### src/rtl/mem_access.sv
// Single-port-style memory access sequencer.
// Runs word and half-word loads and stores against an external RAM.
// A half-word store is a read-modify-write that completes in one cycle.
//
// state | meaning
// IDLE  | ready for a request; req_ready=1
// EXEC  | RAM access cycle for the latched request; the write happens here for stores
// RESP  | response held until resp_ready; a new request may be taken on handshake
module mem_access #(
    parameter int addr_size = 16,
    parameter int data_size = 16
) (
    input  logic                 clk,
    input  logic                 rst,
    input  logic                 req_valid,
    output logic                 req_ready,
    input  logic [1:0]           req_op,
    input  logic [addr_size-1:0] req_addr,
    input  logic                 req_hi,
    input  logic [data_size-1:0] req_wdata,
    output logic                 resp_valid,
    input  logic                 resp_ready,
    output logic [data_size-1:0] resp_data,
    output logic                 ram_wenable,
    output logic [addr_size-1:0] ram_waddr,
    output logic [data_size-1:0] ram_wdata,
    output logic [addr_size-1:0] ram_raddr,
    input  logic [data_size-1:0] ram_rdata
);

    localparam int half = data_size / 2;

    typedef enum logic [1:0] {
        IDLE = 2'd0,
        EXEC = 2'd1,
        RESP = 2'd2
    } state_t;

    state_t state, state_next;

    // Latched request. op[0] = store, op[1] = half-word access.
    logic [1:0]           op_q;
    logic [addr_size-1:0] addr_q;
    logic                 hi_q;
    logic [data_size-1:0] wdata_q;
    logic [data_size-1:0] resp_data_q;

    logic                 accept;
    logic [data_size-1:0] merged;
    logic [data_size-1:0] load_half;
    logic [data_size-1:0] exec_result;

    // Request handshake and next-state decode.
    always_comb begin
        req_ready  = 1'b0;
        state_next = state;
        unique case (state)
            IDLE: req_ready = 1'b1;
            EXEC: req_ready = 1'b0;
            RESP: req_ready = resp_ready;
            default: req_ready = 1'b0;
        endcase
        accept = req_valid && req_ready;
        unique case (state)
            IDLE: if (accept) state_next = EXEC;
            EXEC: state_next = RESP;
            RESP: if (resp_ready) state_next = accept ? EXEC : IDLE;
            default: state_next = IDLE;
        endcase
    end

    // Half-word merge for byte stores and half-word select for byte loads.
    always_comb begin
        merged      = ram_rdata;
        load_half   = '0;
        exec_result = ram_rdata;
        if (hi_q) begin
            merged    = {wdata_q[half-1:0], ram_rdata[half-1:0]};
            load_half = {{half{1'b0}}, ram_rdata[data_size-1:half]};
        end else begin
            merged    = {ram_rdata[data_size-1:half], wdata_q[half-1:0]};
            load_half = {{half{1'b0}}, ram_rdata[half-1:0]};
        end
        unique case (op_q)
            2'b00: exec_result = ram_rdata;
            2'b01: exec_result = wdata_q;
            2'b10: exec_result = load_half;
            2'b11: exec_result = merged;
            default: exec_result = ram_rdata;
        endcase
    end

    // RAM port drive; the write strobe is gated by rst so an aborted store never lands.
    always_comb begin
        ram_raddr   = addr_q;
        ram_waddr   = addr_q;
        ram_wdata   = op_q[1] ? merged : wdata_q;
        ram_wenable = (state == EXEC) && op_q[0] && !rst;
        resp_valid  = (state == RESP);
        resp_data   = resp_data_q;
    end

    // State register, request latch and response capture.
    always_ff @(posedge clk) begin
        if (rst) begin
            state       <= IDLE;
            op_q        <= '0;
            addr_q      <= '0;
            hi_q        <= 1'b0;
            wdata_q     <= '0;
            resp_data_q <= '0;
        end else begin
            state <= state_next;
            if (accept) begin
                op_q    <= req_op;
                addr_q  <= req_addr;
                hi_q    <= req_hi;
                wdata_q <= req_wdata;
            end
            if (state == EXEC) begin
                resp_data_q <= exec_result;
            end
        end
    end

endmodule

### config.mk
export PLATFORM = sky130hd
export DESIGN_NAME = mem_access
export DESIGN_NICKNAME = d
export VERILOG_FILES = /design/src/rtl/mem_access.sv
export SDC_FILE = /design/constraint.sdc
export NUM_CORES = 1
export LEC_CHECK = 0
export BUFFER_PORTS_ARGS = -buffer_cell sky130_fd_sc_hd__buf_2
export CAP_MARGIN = 25
export CORE_MARGIN = 4
export CORE_UTILIZATION = 49
export CTS_CLUSTER_SIZE = 12
export DETAILED_ROUTE_END_ITERATION = 16
export PLACE_DENSITY = 0.91
export SYNTH_ARGS = -nofsm -noshare
export SYNTH_HDL_FRONTEND = slang
export SYNTH_SLANG_ARGS = --single-unit
### constraint.sdc
create_clock -name clk -period 1.68 [get_ports clk]
set_input_delay 0.336 -clock clk [delete_from_list [all_inputs] [get_ports clk]]
set_output_delay 0.336 -clock clk [all_outputs]
set_load 0.02 [all_outputs]
-- Word-level counts from Yosys, hierarchy flattened
Index checks and enable logic that the tools add are counted.
- bits in read-only memories: 0
- bits in latches: 0
- bits of input ports: 55
- RAM bits: 0
- logic and storage cells: 29
- register bits after elaboration: 53
- output and inout bits: 67
- memories: 0
- equality and inequality tests: 7
- $mul: 0
- multiplexer cells: 9
- shifts and indexed selects: 0
- $add $sub $neg: 0
- reductions and logical operators: 7
- divide/modulo/power cells: 0
- bitwise gates (word level): 0
- order comparisons: 0
- operator list (cell ; number):
    case mux 16 bit (4 select lines) ; 1
    2-to-1 mux 16 bit ; 2
    2-to-1 mux 8 bit ; 1
    equality test 2 bit, second input constant ; 3
    case mux 2 bit (3 select lines) ; 1
    equality test 2 x 1 -> 1 bit, second input constant ; 2
    zero test 2 bit ; 2
    2-to-1 mux 2 bit ; 2
    logical AND 1 bit ; 3
    != test 2 x 1 -> 1 bit, second input constant ; 1
    != test 2 bit, second input constant ; 1
    case mux 1 bit (2 select lines) ; 1
    AND reduction 2 bit ; 1
    zero test 1 bit ; 1
    2-to-1 mux 1 bit ; 1

-- Longest topological paths before layout
- depth in word-level cells: 6
- depth in mapped cells: 6
- depth with buffers taken out: 3

-- Least setup slack after synthesis
Ideal clock, no wire load.
- path kind: register -> output
- start: register op_q[1]
- end: output ram_wdata[10]
- path slack: 0.016 ns
- data required time: 1.344 ns
- data arrival time: 1.328 ns
- path buffers: 2
- stages on the path, launching flop included: 5
- cells stage by stage: dfxtp_1 -> buf_1 -> buf_1 -> nor2_1 -> a21oi_1
- word-level cells in the longest chain between the ends: 1
- ends and longest elaborated chain (element ; RTL line ; RTL):
    start: declaration ; 42 ; logic [1:0] op_q;
    start signal: assignment ; 115 ; op_q <= req_op;
    2-to-1 mux 16 bit ; 97 ; ram_wdata = op_q[1] ? merged : wdata_q;
    end: declaration ; 26 ; output logic [data_size-1:0] ram_wdata,
No other way between the ends.

-- Worst setup path after layout
- start: register hi_q
- end: output ram_wdata[14]
- word-level cells in the longest chain between the ends: 2
- ends and longest elaborated chain (element ; RTL line ; RTL):
    start: declaration ; 44 ; logic hi_q;
    start signal: assignment ; 117 ; hi_q <= req_hi;
    2-to-1 mux 16 bit ; 77 ; if (hi_q) begin
    2-to-1 mux 16 bit ; 97 ;
No other way between the ends.

==> results.py <==
metrics = {
    "run_status": {
        "status": "finished, violations left",
        "violations": "negative setup slack",
    },
    "global_route": {
        "grt_max_degree": 58,
        "gr-max-usage-layer": "met2",
        "first_global_vias": 2707,
        "grtUsageTotal_pct": 22.4,
        "use_met2_pct": 36.0,
        "antenna_found_initial": 0,
        "met1_usage_pct": 29.7,
        "grt_overflow": 0,
        "grt_pass1_wl_mm": 13.5,
        "globalRouteMet3Util_pct": 3.90,
    },
    "clock_network": {
        "htreeDepth": 2,
        "cts_made_buffers": 5,
        "clockBufferDepth": 2,
        "tritoncts": "done",
        "clk_latency_ns": 0.30,
        "clkSinkCount": 53,
        "cts-root-buf": "clkbuf_8",
        "path_clk_slew_ns": 0.09,
    },
    "setup_path": {
        "crit_type": "reg -> out",
        "cp-startpoint": "hi_q",
        "worstPathArrival_ns": 1.40,
        "reg2reg_depth": 5,
        "startpoint_type": "flop",
        "crit_fanout": 4,
        "timing.rr.start": "state[1]",
        "endpoint_kind": "primary output",
        "cp.required_ns": 1.34,
    },
    "placed_design": {
        "place_worst_setup_slack_ns": 0.0906,
        "place_area_sq_um": 3580,
        "placed_cells": 498,
        "portBuffers": 121,
        "hpwlAfterDp_mm": 6.06,
        "place.gp.congestion": 0.865,
    },
    "pwr": {
        "p_per_area_nw_per_um2": 761,
        "ir_worst_vdd_mv": 0.454,
        "p_total_w": 0.00299,
        "leakagePower_nw": 1.77,
    },
    "die": {
        "num_rows": 28,
        "dieWidth_um": 86.6,
        "initial_core_util_pct": 50.9,
        "pin_count": 122,
        "dieArea_sq_um": 7500,
        "die_h_um": 86.6,
        "core_sq_um": 5960,
    },
    "timing": {
        "max_slew_margin_pct": 47.9,
        "setup_violations": 11,
        "tightest_slew_ns": 0.780,
        "hold_viol_final": 0,
        "slew_violations": 0,
        "fin_ws_ns": -0.0524,
        "max_freq_mhz": 577,
        "skew_ns": 0.00661,
        "timing.final.crit_share_pct": 103,
        "timing.setup.tns_ns": -0.285,
        "layout_min_cycle_time_ns": 1.73,
        "rsz0062_at_grt": "yes",
    },
    "synthesis": {
        "yosys.cell_types.count": 29,
        "synth-compound-area-share_pct": 22.6,
        "synthAdderAreaFrac_pct": 0,
        "synth-simple-area-share_pct": 19.9,
        "synth_top_family_by_area": "compound AO/OA/AOI/OAI gates",
        "synth_xor_area_share_pct": 0,
        "ys_seq_area_share_pct": 35.0,
        "syn_area_per_cell_sq_um": 8.86,
        "yosys_warnings": 0,
        "synthMuxAreaShare_pct": 11.6,
        "synth-edff-count": 0,
        "synth-seq-cells": 53,
        "synthFlopType": "dfxtp_1",
        "netlist_instances": 342,
        "async_flop_share_pct": 0,
        "syn-num-nets": 397,
        "syn-cell-area_sq_um": 3030,
    },
    "finish": {
        "finalNonFillerCells": 517,
        "n_antenna_cell": 0,
        "area_delta_synth_final_pct": 29.6,
        "nets": 496,
        "final_cell_mix": "buf_2 (118), dfxtp_1 (49), a21oi_1 (42)",
        "layout_commonest_cell": "buf_2",
        "finalInstanceArea_sq_um": 3930,
        "drive_gt1_share_pct": 45.5,
    },
    "route": {
        "drtIter0Drc": 280,
        "totalWireLength_mm": 9.11,
        "via_per_inst": 6.02,
        "vias": 3111,
        "drc_errors": 0,
        "drt-wirelength-per-cell_um": 17.6,
        "drtAntennaViolNets": 0,
        "drtPass1Iterations": 5,
    },
    "worst_hold_path": {
        "min_path_cells": 3,
        "min_from": "resp_ready",
        "min_path_type": "in -> reg",
    },
    "job": {
        "drv_cap": 0,
    },
}
## cell type report
cell class | count | area, sq um
Inverter | 7 | 26.3
Tap cell | 75 | 93.8
Multi-Input combinational cell | 226 | 1720
Clock inverter | 1 | 5.00
Clock buffer | 7 | 96.3
Timing Repair Buffer | 148 | 907
Sequential cell | 53 | 1070
Fill cell | 474 | 2030
## cell families (layout without fill, tap and decap cells)
family                 count (synthesis)  count (layout)
and+or+nand+nor                       87              87
muxes                                 32              32
DFF                                   53              53
buffers and inverters                 63             163
AOI/OAI and AO/OA                    107             107
## power by group
part | total, W | internal [W] | switching, W | leakage, nW
logic | 0.000799 | 0.000349 | 0.000450 | 1.28
registers | 0.00141 | 0.00133 | 0.0000751 | 0.437
clock network | 0.000780 | 0.000373 | 0.000407 | 0.0542
## worst max-delay path, stage by stage, from the launching register on
cell and delay [ns]:
dfxtp_4 0.41, buf_6 0.16, mux2i_2 0.24, a21oi_1 0.11
buf_4 0.17
## stage by stage
stage | hold WS [ns] | utilization (%)
finish | 0.352 | 65.9
global route | 0.348 | 65.9
CTS | 0.336 | 63.5
detailed placement | 0.467 | 60.1
global placement | 0.460 | 60.1
floorplan | 0.448 | -
## repair_timing
action / CTS / global route
endpoints found under the setup margin: 17 / 18
hold endpoints to repair: 0 / 0
pin swaps: 3 / 4
gates cloned: 1 / 2
hold buffers: 0 / 0
gates resized for setup: 23 / 12
setup buffers: 3 / 5
## flip-flops by register name (all words and copies together) (netlist names)
name,cells
ram_raddr,16
resp_data,16
wdata_q,16
op_q,2
state,2
hi_q,1
## metal layers
metal / vias to the layer above / wire (um)
met2: 165 / 4450
met5: - / 0
met4: 0 / 305
met1: 1438 / 3670
met3: 33 / 690
li1: 1475 / -
## synth_stat cells (6+ instances only)
master    count  area, sq um
o31ai_1      35          263
clkbuf_1     21         78.8
mux2i_1       8         80.1
nor2_1       13         48.8
mux2_2       24          270
buf_4        17          128
a31oi_1       8         50.1
or4b_1       35          350
dfxtp_1      53         1060
inv_1         7         26.3
nor2b_1       6         37.5
buf_2        11         55.1
a21oi_1      44          220
nand2_1      18         67.6
nand3_1       8         40.0
## worst paths after layout
| path | slack, ns | to |
|---|---|---|
| worst max-delay path | -0.05 | ram_wdata[14] |
| worst min register to register | 0.48 | resp_data[6] |
| worst min-delay path | 0.35 | state[1] |
| worst max register to register | 0.17 | wdata_q[6] |
Note: power is estimated with default switching activity, not from simulation.
